$ cat config.mk
export PLATFORM = sky130hd
export DESIGN_NAME = game_sequencer
export DESIGN_NICKNAME = d
export VERILOG_FILES = /design/src/rtl/game_sequencer.sv
export SDC_FILE = /design/constraint.sdc
export NUM_CORES = 1
export LEC_CHECK = 0
export CAP_MARGIN = 15
export CORE_UTILIZATION = 25
export CTS_CLUSTER_SIZE = 10
export DETAILED_ROUTE_END_ITERATION = 16
export GPL_ROUTABILITY_DRIVEN = 1
export PLACE_DENSITY = 0.49
export SETUP_SLACK_MARGIN = 0.3
export SKIP_LAST_GASP = 1
export SYNTH_ARGS = -nofsm -noshare
export SYNTH_HDL_FRONTEND = slang
export SYNTH_SLANG_ARGS = --single-unit
export TNS_END_PERCENT = 1
$ cat constraint.sdc
create_clock -name clk -period 3.4 [get_ports clk]
set_input_delay 0.68 -clock clk [delete_from_list [all_inputs] [get_ports clk]]
set_output_delay 0.68 -clock clk [all_outputs]
set_load 0.02 [all_outputs]
$ cat src/rtl/game_sequencer.sv
// ============================================================================
// game_sequencer : round/game controller for the number-guessing datapath.
// Rev 1.0 - initial release.
// ============================================================================
`default_nettype none

module game_sequencer #(
   parameter int MAX_GUESSES = 5,
   parameter int NUM_ROUNDS  = 3,
   parameter int TIME_1D     = 30,
   parameter int TIME_2D     = 60,
   parameter int TIME_3D     = 90
) (
   input  logic       clk,
   input  logic       rst,
   input  logic       start,
   input  logic       confirm,
   input  logic       sec_tick,
   input  logic [3:0] guess_d1,
   input  logic [3:0] guess_d2,
   input  logic [3:0] guess_d3,
   input  logic [3:0] target_d1,
   input  logic [3:0] target_d2,
   input  logic [3:0] target_d3,
   input  logic       target_valid,
   output logic       target_req,
   output logic [1:0] max_digits,
   output logic [1:0] round,
   output logic [2:0] guesses_left,
   output logic [6:0] timer,
   output logic [1:0] hint,
   output logic [1:0] win_lose
);

   localparam logic [2:0] C_GUESS_LOAD = 3'(MAX_GUESSES);
   localparam logic [1:0] C_LAST_ROUND = 2'(NUM_ROUNDS);
   localparam logic [6:0] C_TIME_1D    = 7'(TIME_1D);
   localparam logic [6:0] C_TIME_2D    = 7'(TIME_2D);
   localparam logic [6:0] C_TIME_3D    = 7'(TIME_3D);

   localparam logic [1:0] C_HINT_NONE = 2'b00;
   localparam logic [1:0] C_HINT_LOW  = 2'b01;
   localparam logic [1:0] C_HINT_HIGH = 2'b10;
   localparam logic [1:0] C_HINT_OK   = 2'b11;
   localparam logic [1:0] C_WL_PLAY   = 2'b00;
   localparam logic [1:0] C_WL_WIN    = 2'b01;
   localparam logic [1:0] C_WL_LOSE   = 2'b10;

   typedef enum logic [2:0] {
      S_IDLE    = 3'd0,
      S_REQ     = 3'd1,
      S_WAIT_T  = 3'd2,
      S_PLAY    = 3'd3,
      S_CHECK   = 3'd4,
      S_RND_WON = 3'd5,
      S_WIN     = 3'd6,
      S_LOSE    = 3'd7
   } state_t;

   state_t      state_q, state_d;
   logic [1:0]  round_q, round_d;
   logic [1:0]  max_digits_q, max_digits_d;
   logic [2:0]  guesses_left_q, guesses_left_d;
   logic [6:0]  timer_q, timer_d;
   logic [1:0]  hint_q, hint_d;
   logic [1:0]  win_lose_q, win_lose_d;
   logic        target_req_q, target_req_d;
   logic [11:0] target_q, target_d;
   logic [11:0] guess_q, guess_d;

   logic [11:0] w_mask;
   logic [11:0] w_guess_act;
   logic [11:0] w_target_act;
   logic [6:0]  w_time_load;
   logic [2:0]  w_guesses_dec;

   // Masking inactive digits to zero on both sides makes a plain unsigned
   // compare equivalent to a most-significant-active-digit-first compare.
   always_comb begin
      case (max_digits_q)
         2'd1:    w_mask = 12'h00F;
         2'd2:    w_mask = 12'h0FF;
         default: w_mask = 12'hFFF;
      endcase
      w_guess_act  = guess_q & w_mask;
      w_target_act = target_q & w_mask;
   end

   always_comb begin
      case (max_digits_q)
         2'd1:    w_time_load = C_TIME_1D;
         2'd2:    w_time_load = C_TIME_2D;
         default: w_time_load = C_TIME_3D;
      endcase
   end

   assign w_guesses_dec = (guesses_left_q != 3'd0) ? guesses_left_q - 3'd1 : 3'd0;

   always_comb begin
      state_d        = state_q;
      round_d        = round_q;
      max_digits_d   = max_digits_q;
      guesses_left_d = guesses_left_q;
      timer_d        = timer_q;
      hint_d         = hint_q;
      win_lose_d     = win_lose_q;
      target_d       = target_q;
      guess_d        = guess_q;

      case (state_q)
         S_IDLE, S_WIN, S_LOSE: begin
            if (start) begin
               round_d      = 2'd1;
               max_digits_d = 2'd1;
               win_lose_d   = C_WL_PLAY;
               hint_d       = C_HINT_NONE;
               state_d      = S_REQ;
            end
         end
         S_REQ: begin
            state_d = S_WAIT_T;
         end
         S_WAIT_T: begin
            if (target_valid) begin
               target_d       = {target_d3, target_d2, target_d1};
               timer_d        = w_time_load;
               guesses_left_d = C_GUESS_LOAD;
               hint_d         = C_HINT_NONE;
               state_d        = S_PLAY;
            end
         end
         S_PLAY: begin
            // An expiring timer wins over a same-cycle confirm.
            if (sec_tick && (timer_q == 7'd1)) begin
               timer_d    = 7'd0;
               win_lose_d = C_WL_LOSE;
               state_d    = S_LOSE;
            end else begin
               if (sec_tick && (timer_q != 7'd0)) begin
                  timer_d = timer_q - 7'd1;
               end
               if (confirm) begin
                  guess_d = {guess_d3, guess_d2, guess_d1};
                  state_d = S_CHECK;
               end
            end
         end
         S_CHECK: begin
            if (w_guess_act == w_target_act) begin
               hint_d = C_HINT_OK;
               if (round_q == C_LAST_ROUND) begin
                  win_lose_d = C_WL_WIN;
                  state_d    = S_WIN;
               end else begin
                  state_d = S_RND_WON;
               end
            end else begin
               hint_d         = (w_guess_act < w_target_act) ? C_HINT_LOW : C_HINT_HIGH;
               guesses_left_d = w_guesses_dec;
               if (w_guesses_dec == 3'd0) begin
                  win_lose_d = C_WL_LOSE;
                  state_d    = S_LOSE;
               end else begin
                  state_d = S_PLAY;
               end
            end
         end
         S_RND_WON: begin
            if (confirm) begin
               round_d      = round_q + 2'd1;
               max_digits_d = (round_q == 2'd3) ? 2'd3 : round_q + 2'd1;
               state_d      = S_REQ;
            end
         end
         default: begin
            state_d = S_IDLE;
         end
      endcase

      target_req_d = (state_d == S_REQ);
   end

   always_ff @(posedge clk) begin
      if (!rst) begin
         state_q        <= S_IDLE;
         round_q        <= 2'd0;
         max_digits_q   <= 2'd0;
         guesses_left_q <= 3'd0;
         timer_q        <= 7'd0;
         hint_q         <= 2'd0;
         win_lose_q     <= 2'd0;
         target_req_q   <= 1'b0;
         target_q       <= 12'd0;
         guess_q        <= 12'd0;
      end else begin
         state_q        <= state_d;
         round_q        <= round_d;
         max_digits_q   <= max_digits_d;
         guesses_left_q <= guesses_left_d;
         timer_q        <= timer_d;
         hint_q         <= hint_d;
         win_lose_q     <= win_lose_d;
         target_req_q   <= target_req_d;
         target_q       <= target_d;
         guess_q        <= guess_d;
      end
   end

   assign target_req   = target_req_q;
   assign max_digits   = max_digits_q;
   assign round        = round_q;
   assign guesses_left = guesses_left_q;
   assign timer        = timer_q;
   assign hint         = hint_q;
   assign win_lose     = win_lose_q;

endmodule

`default_nettype wire

[Yosys cells after proc, flatten, opt, wreduce, memory -nomap -nowiden]
Index checks and enable logic that the tools add are counted.
Word-level totals
  memories kept: 0
  ROM bits: 0
  output and inout port bits: 19
  flip-flop bits (word level): 46
  word-level logic and storage cells: 92
  bits in latches: 0
  bits of input ports: 30
  memory bits (writable): 0
Operators by class
  shifts and indexed selects: 0
  equality and inequality tests: 21
  add/subtract/negate cells: 3
  bitwise gates (word level): 3
  multipliers: 0
  div/mod/pow operators: 0
  multiplexer cells: 35
  magnitude comparators: 1
  reduce and logical (&&, ||, !) cells: 19
Operator list (count)
  3-bit two-way mux: 10
  7-bit one-hot mux with 2 select lines: 2
  2-bit two-way mux: 13
  12-bit AND: 2
  12-bit one-hot mux with 2 select lines: 1
  7-bit two-way mux: 3
  3-bit one-hot mux with 6 select lines: 1
  3-bit AND reduction: 5
  12-bit equality test: 1
  3-bit equality test (second input constant): 4
  12-bit less-than comparator: 1
  2-bit one-hot mux with 3 select lines: 2
  2-bit != test (second input constant): 5
  3-bit != test (second input constant): 3
  3-bit nonzero test: 3
  2-bit one-hot mux with 2 select lines: 2
  7-bit by 1-bit equality test with 1-bit output (second input constant): 1
  7-bit nonzero test: 1
  7-bit by 1-bit subtractor with 7-bit output (second input constant): 1
  3-bit by 1-bit equality test with 1-bit output (second input constant): 2
  3-bit by 2-bit equality test with 1-bit output (second input constant): 2
  3-bit logical NOT: 2
  3-bit one-hot mux with 2 select lines: 1
  2-bit nonzero test: 3
  other kinds (9): 11

[Logic depth before layout (Yosys ltp)]
Gate-level depths: netlist (run 1).
  word-level depth: 7
  depth in mapped cells: 10
  gate-level depth less buffers: 9

[Worst setup path after synthesis (run 1)]
OpenSTA, ideal clock, no wires.
  kind: flip-flop to flip-flop
  start: reg max_digits_q[0] (netlist: max_digits[0])
  end: reg win_lose_q[1] (netlist: win_lose[1])
  data required time: 3.285 ns
  arrival: 2.641 ns
  path buffers: 1
  clock period less this slack: 2.756 ns
  stages on the path, launching flop included: 11
  setup time: 0.115 ns
  path slack: 0.644 ns
  cell sequence: dfxtp_1 -> inv_1 -> ha_1 -> clkbuf_1 -> and2_1 -> ha_1 -> nand4_1 -> o31ai_1 -> nand2_1 -> o31a_1 -> o21a_1
On the way
  word-level cells in the longest chain between the ends: 6
  elaborated cells on any way between the ends: 11
  classes of those cells: eq/ne (5); mux (3); bitwise (2); reduce/logical (1)
Ends and longest elaborated chain
  start: declaration: line 62  | logic [1:0] max_digits_q, max_digits_d;
  start signal: assignment: line 198  | max_digits_q <= max_digits_d;
  2-bit equality test / 2-bit by 1-bit equality test with 1-bit output (equally long branches): line 80  | case (max_digits_q)
  12-bit one-hot mux with 2 select lines *: line 80
  12-bit AND (on tied branches): line 85, 86
  12-bit equality test *: line 149  | if (w_guess_act == w_target_act) begin
  3-bit != test (no source line) / 2-bit two-way mux (equally long branches)
  5-bit AND reduction (no source line) / 2-bit one-hot mux with 3 select lines (equally long branches)
  end signal: assignment: line 202  | win_lose_q <= win_lose_d;
  end: declaration: line 66  | logic [1:0] win_lose_q, win_lose_d;
Mark *: on every way between the ends. The rest lies on a longest branch, timed or not.
A chain may end at the register's enable or synchronous reset.

[Worst setup path after layout (run 1)]
Ends and elaborated chain as after synthesis.

==> flow_metrics.py, run 1 <==
metrics = {
    "sta": {
        "clock_skew_ns": 0.00692,
        "fin_crit_ns": 2.68,
        "fmax_ghz": 0.373,
        "worstMarginPinSlew_ns": 0.783,
        "rsz0062_at_grt": "false",
        "worst_slack_ns": 0.720,
        "finalCritPeriodShare": 0.788,
        "setup_tns_ns": 0,
        "drv_slew": 0,
        "hold_viol": 0,
        "setup_violations": 0,
        "slew_headroom": 0.473,
    },
    "cells_and_area": {
        "stdcell_area_sq_um": 3290,
        "diodes": 0,
        "seq_area_sq_um": 921,
        "multi_input_area_sq_um": 1530,
        "n_fill_cell": 1060,
        "drive_gt1_frac": 0.0560,
        "utilization": 0.334,
        "area_growth_syn_to_layout_pct": 28.2,
        "nNetsFinal": 407,
    },
    "cts": {
        "cts_resized": 0,
        "root_buffer": "clkbuf_8",
        "clk-insertion-delay-late_ns": 0.30,
        "htree_levels": 2,
        "numClockSinks": 46,
        "cts_made_buffers": 5,
        "cts_tree": "yes",
        "ctsHoldBuffers": 0,
        "clock_path_buffers": 2,
        "clkTransAtPathRegs_ns": 0.10,
        "cts_setup_buffers": 0,
    },
    "route": {
        "dr.pass1.iters": 4,
        "top_layer": "met4",
        "num_vias": 2293,
        "wire_per_inst_um": 13.2,
        "final_antenna_net_count": 0,
        "vias_per_cell": 4.68,
        "wl_um": 6480,
        "route.detailed.drc": 0,
        "routedLengthMet1_um": 3130,
        "wl_met3_um": 290,
        "drtIter0Drc": 97,
        "wl_met2_um": 2970,
    },
    "synthesis": {
        "syn_area_sq_um": 2570,
        "ys_warn_count": 0,
        "synth_top_cell_area_share": 0.358,
        "synthFlopType": "dfxtp_1",
        "async_flop_share": 0,
        "synth_common_cells": "46 x dfxtp_1, 39 x nand2_1, 32 x a21oi_1",
        "syn_area_per_cell_sq_um": 8.23,
        "synth_edf_count": 0,
        "synth-seq-cells": 46,
        "synth_area_leaders": "dfxtp_1 36%, ha_1 10%, a21oi_1 6.2%, nand2_1 5.7%, mux2i_1 5.1%",
        "synth_area_leader_cell": "dfxtp_1",
        "synth_cells": 312,
        "ys_types": 50,
        "synth_most_common_cell": "dfxtp_1",
        "syn_nets": 363,
        "synth-seq-area-share": 0.358,
    },
    "die": {
        "io_pins": 49,
        "die_h_um": 103,
        "initial_core_util": 0.260,
        "dieArea_sq_um": 10700,
        "die_x_um": 103,
        "fp.coreArea_sq_um": 9860,
        "row_count": 36,
    },
    "placed_design": {
        "io_buffers": 48,
        "dp_hpwl_um": 4860,
        "placed_cell_area_sq_um": 3180,
        "dp_slack_ns": 0.736,
        "gp_congestion": 0.795,
    },
    "global_route": {
        "grt_usage": 0.130,
        "grt_max_degree": 24,
        "grt_pass1_vias": 2206,
        "grt_overflow_total": 0,
        "grt_pass1_wl_um": 10700,
        "antenna_found_initial": 0,
    },
    "worst_setup_path": {
        "path_buf_inv": 1,
        "start_kind": "flop",
        "worstPathRequired_ns": 3.60,
        "worstPathArrival_ns": 2.88,
        "critPathKind": "flop to flop",
        "slowest_stage": "or3_1",
        "cp_max_fo": 10,
        "end_kind": "flop",
        "slowest_delay_ns": 0.45,
        "crit_chain": "inv_1, ha_1, and2_1, ha_1, nand4_1, or3_1, nor3b_1, nor3_1, o21a_1",
        "crit_path_frequent_cell": "ha_1",
        "crit_family": "simple AND/OR/NAND/NOR gates",
    },
    "outcome": {
        "outcome": "completed",
    },
    "min_path": {
        "holdCritPathClass": "flop to flop",
    },
    "run": {
        "max_cap_viol_count": 0,
    },
    "power": {
        "leakagePower_nw": 1.30,
        "power.density_nw_per_um2": 517,
        "p_total_mw": 1.70,
        "vdd_drop_max_uv": 179,
    },
}
report_power, final:
group          total (mW)  switching (mW)  internal [mW]  leakage (nW)
combinational       0.604           0.333          0.271         0.877
sequential          0.681          0.0823          0.598         0.373
clock               0.417           0.197          0.220        0.0514
stage by stage:
stage	hold slack, ns	std cells
after global placement	0.448	482
after floorplan	0.436	312
after CTS	0.462	490
final	0.457	490
after detailed placement	0.449	482
after global routing	0.488	490
metal layers:
| layer | vias up | track usage |
|---|---|---|
| met3 | 6 | 0.0215 |
| met4 | 0 | 0.0390 |
| met5 | - | 0 |
| met1 | 1047 | 0.173 |
| met2 | 54 | 0.214 |
| li1 | 1186 | - |
cells in the final DEF (no fill, tap or decap), types with 2 or more instances in the layout:
cell,n
a211oi_1,2
clkbuf_8,5
a31oi_1,4
nand2b_1,6
nor4_1,4
o22ai_1,2
nor3b_1,3
mux2i_1,13
or3_1,4
o211ai_1,2
nand3_1,3
nor2_1,25
a21o_1,4
a21oi_1,32
or2_2,2
inv_1,12
buf_4,5
clkdlybuf4s50_1,48
dfxtp_1,46
and2_1,8
nor3_1,7
ha_1,21
nor2b_1,10
and3b_1,2
nand4_1,3
nand2_1,39
o21a_1,4
o31ai_1,5
o21ai_0,13
state kept, by name, summed over array words and instances (netlist names):
register,cells
round,2
win_lose,2
target_q,12
guesses_left,3
timer,7
max_digits,2
guess_q,12
target_req,1
hint,2
state_q,3
worst reg2reg max path: stages, from the launching register on:
cell	delay (ns)
dfxtp_1	0.38
inv_1	0.07
ha_1	0.41
and2_1	0.21
ha_1	0.29
nand4_1	0.22
or3_1	0.45
nor3b_1	0.30
nor3_1	0.08
o21a_1	0.18
logic make-up (layout without fill, tap and decap cells):
group,Yosys count,in the layout,share of synthesized area
and+or+nand+nor,124,124,0.248
AOI/OAI and AO/OA,78,78,0.188
DFF,46,46,0.358
buffers and inverters,28,73,0.0453
adders and majority gates,21,21,0.102
muxes,14,14,0.0550
xor gates and xnor gates,1,1,0.00341
cell type report:
cell class	instances	share of cell area
sequential	46	0.280
inverter	12	0.0137
tap	133	0.0506
timing repair buffer	53	0.157
clock buffer	6	0.0220
clock inverter	2	0.0114
multi-input combinational	238	0.465
path summary, 6_finish.rpt:
| path | startpoint | to | slack [ns] | cells after the start |
|---|---|---|---|---|
| max reg2reg | max_digits[0] | win_lose[1] | 0.72 | 9 |
| min reg2reg | target_q[2] | target_q[2] | 0.46 | 2 |
| max | max_digits[0] | win_lose[1] | 0.72 | 9 |
| min | target_q[2] | target_q[2] | 0.46 | 2 |
Note: power is estimated with default switching activity, not from simulation.
==> inputs of run 2 (changes only) <==
==> constraint.sdc (replaced) <==
create_clock -name clk -period 2.5 [get_ports clk]
set_input_delay 0.5 -clock clk [delete_from_list [all_inputs] [get_ports clk]]
set_output_delay 0.5 -clock clk [all_outputs]
set_load 0.02 [all_outputs]
==> run 2 against run 1 <==
Net effect: non-clock buffer count is 16 higher; first-iteration DRC count rose by 3.1%; wire length up 9.4%; maximum frequency grew 15%; highest routed layer unchanged; final area rose by 9.3%; register-to-register slack got worse by 0.54 ns; utilization up 3.1 points.
==> flow_metrics.py, run 2 (same netlist as run 1, synthesis figures left out) <==
metrics = {
    "sta": {
        "setup_violations": 0,
        "setup_tns_ns": 0,
        "hold_viol": 0,
        "slew_headroom": 0.344,
        "fmax_ghz": 0.431,
        "finalCritPeriodShare": 0.929,
        "worstMarginPinSlew_ns": 0.975,
        "rsz0062_at_grt": "true",
        "clock_skew_ns": 0.00651,
        "drv_slew": 0,
        "whs_ns": 0.460,
        "fin_crit_ns": 2.32,
    },
    "worst_setup_path": {
        "crit_chain": "inv_4, ha_4, buf_6, nand2_1, ha_1, nand4_1, buf_6, a21oi_1, or4_4, o311a_1",
        "r2r_setup_slack_ns": 0.18,
        "start_kind": "flop",
        "worstPathRequired_ns": 2.70,
        "r2r-end": "hint[1]",
        "critPathKind": "flop to flop",
        "r2r_start": "max_digits[0]",
        "cp_max_fo": 6,
        "slowest_stage": "or4_4",
        "worstPathArrival_ns": 2.52,
        "crit_path_frequent_cell": "buf_6",
        "rr_worst_depth": 10,
        "end_kind": "flop",
        "slowest_delay_ns": 0.48,
    },
    "power": {
        "vdd_drop_max_uv": 296,
        "leakagePower_nw": 1.42,
        "power.density_nw_per_um2": 705,
    },
    "global_route": {
        "antenna_found_initial": 0,
        "grt_pass1_wl_um": 11300,
        "grt_max_degree": 24,
        "grt_overflow_total": 0,
        "grt_pass1_vias": 2309,
        "grt_usage": 0.138,
    },
    "cells_and_area": {
        "mostFrequentLayoutCells": "48 x clkdlybuf4s50_1, 44 x dfxtp_1, 38 x nand2_1, 32 x a21oi_1, 25 x nor2_1",
        "nNetsFinal": 423,
        "diodes": 0,
        "utilization": 0.365,
        "drive_gt1_frac": 0.158,
        "area_growth_syn_to_layout_pct": 40.1,
        "layout_commonest_cell": "clkdlybuf4s50_1",
        "n_fill_cell": 1019,
    },
    "placed_design": {
        "gp_congestion": 0.814,
        "io_buffers": 48,
        "dp_hpwl_um": 5210,
    },
    "cts": {
        "clkTransAtPathRegs_ns": 0.10,
        "htree_levels": 2,
        "ctsHoldBuffers": 0,
        "cts_tree": "yes",
        "cts_made_buffers": 5,
        "numClockSinks": 46,
        "root_buffer": "clkbuf_8",
        "clk-insertion-delay-late_ns": 0.31,
        "clock_path_buffers": 2,
    },
    "die": {
        "die_h_um": 103,
        "fp.coreArea_sq_um": 9860,
        "row_count": 36,
        "initial_core_util": 0.260,
        "dieArea_sq_um": 10700,
        "io_pins": 49,
        "die_x_um": 103,
    },
    "route": {
        "dr.pass1.iters": 4,
        "wl_um": 7090,
        "num_vias": 2385,
        "vias_per_cell": 4.71,
        "drtIter0Drc": 100,
        "wire_per_inst_um": 14.0,
        "final_antenna_net_count": 0,
        "route.detailed.drc": 0,
    },
    "run": {
        "max_cap_viol_count": 0,
    },
    "min_path": {
        "holdCritPathClass": "flop to flop",
        "hold_end": "target_q[3]",
        "hp-start": "target_q[3]",
        "whs_path_depth": 2,
    },
    "outcome": {
        "outcome": "completed",
    },
}
-- run 2: routing by layer --
metal	wire [um]	GRT usage	up-vias
met5	0	0	-
met4	81	0.0358	0
met3	346	0.0390	10
met2	3140	0.215	65
met1	3520	0.187	1083
li1	-	-	1227
-- run 2: critical path, delay by kind of cell, from the launching register on --
family	cells	cell delay, ns
adder cells (fa/ha/maj)	2	0.58
flip-flops	1	0.37
AND/OR/NAND/NOR	3	0.64
AO/OA/AOI/OAI	2	0.33
buffers and inverters	3	0.29
-- run 2: repair_timing --
item                                    CTS  global route
gates resized for setup                   9            12
endpoints found under the setup margin   10            24
hold endpoints to repair                  0             0
pin swaps                                 7             6
buffers inserted                          6             2
-- run 2: worst max-delay path by stage --
stage               cells past startpoint     startpoint  slack [ns]     endpoint
floorplan                              10  max_digits[0]        0.12      hint[1]
global placement                        9  max_digits[1]        0.13      hint[1]
detailed placement                      9  max_digits[1]        0.07  win_lose[1]
CTS                                    10  max_digits[0]        0.17      hint[1]
global route                            9  max_digits[0]        0.07  win_lose[1]
finish                                 10  max_digits[0]        0.18      hint[1]
-- run 2: area by class of cell --
type,count,area [sq um],area share
multi-input combinational,238,1680,0.467
inverter,12,47.5,0.0132
timing repair buffer,69,662,0.184
clock buffer,5,68.8,0.0191
clock inverter,3,43.8,0.0122
tap,133,166,0.0462
sequential,46,928,0.258
-- run 2: through the flow --
stage / total power, mW / setup WS (ns) / instances / area [sq um]
4_1_cts: 2.50 / 0.168 / 504 / 3500
2_1_floorplan: 1.53 / 0.117 / 312 / 2630
3_3_place_gp: 1.83 / 0.125 / 490 / 3310
3_5_place_dp: 1.84 / 0.0704 / 490 / 3310
6_report: 2.54 / 0.178 / 506 / 3600
5_1_grt: 2.71 / 0.0721 / 506 / 3600
-- run 2: where the power goes --
part           internal (mW)  switching, mW
logic                  0.511          0.503
registers              0.815          0.121
clock network          0.300          0.285
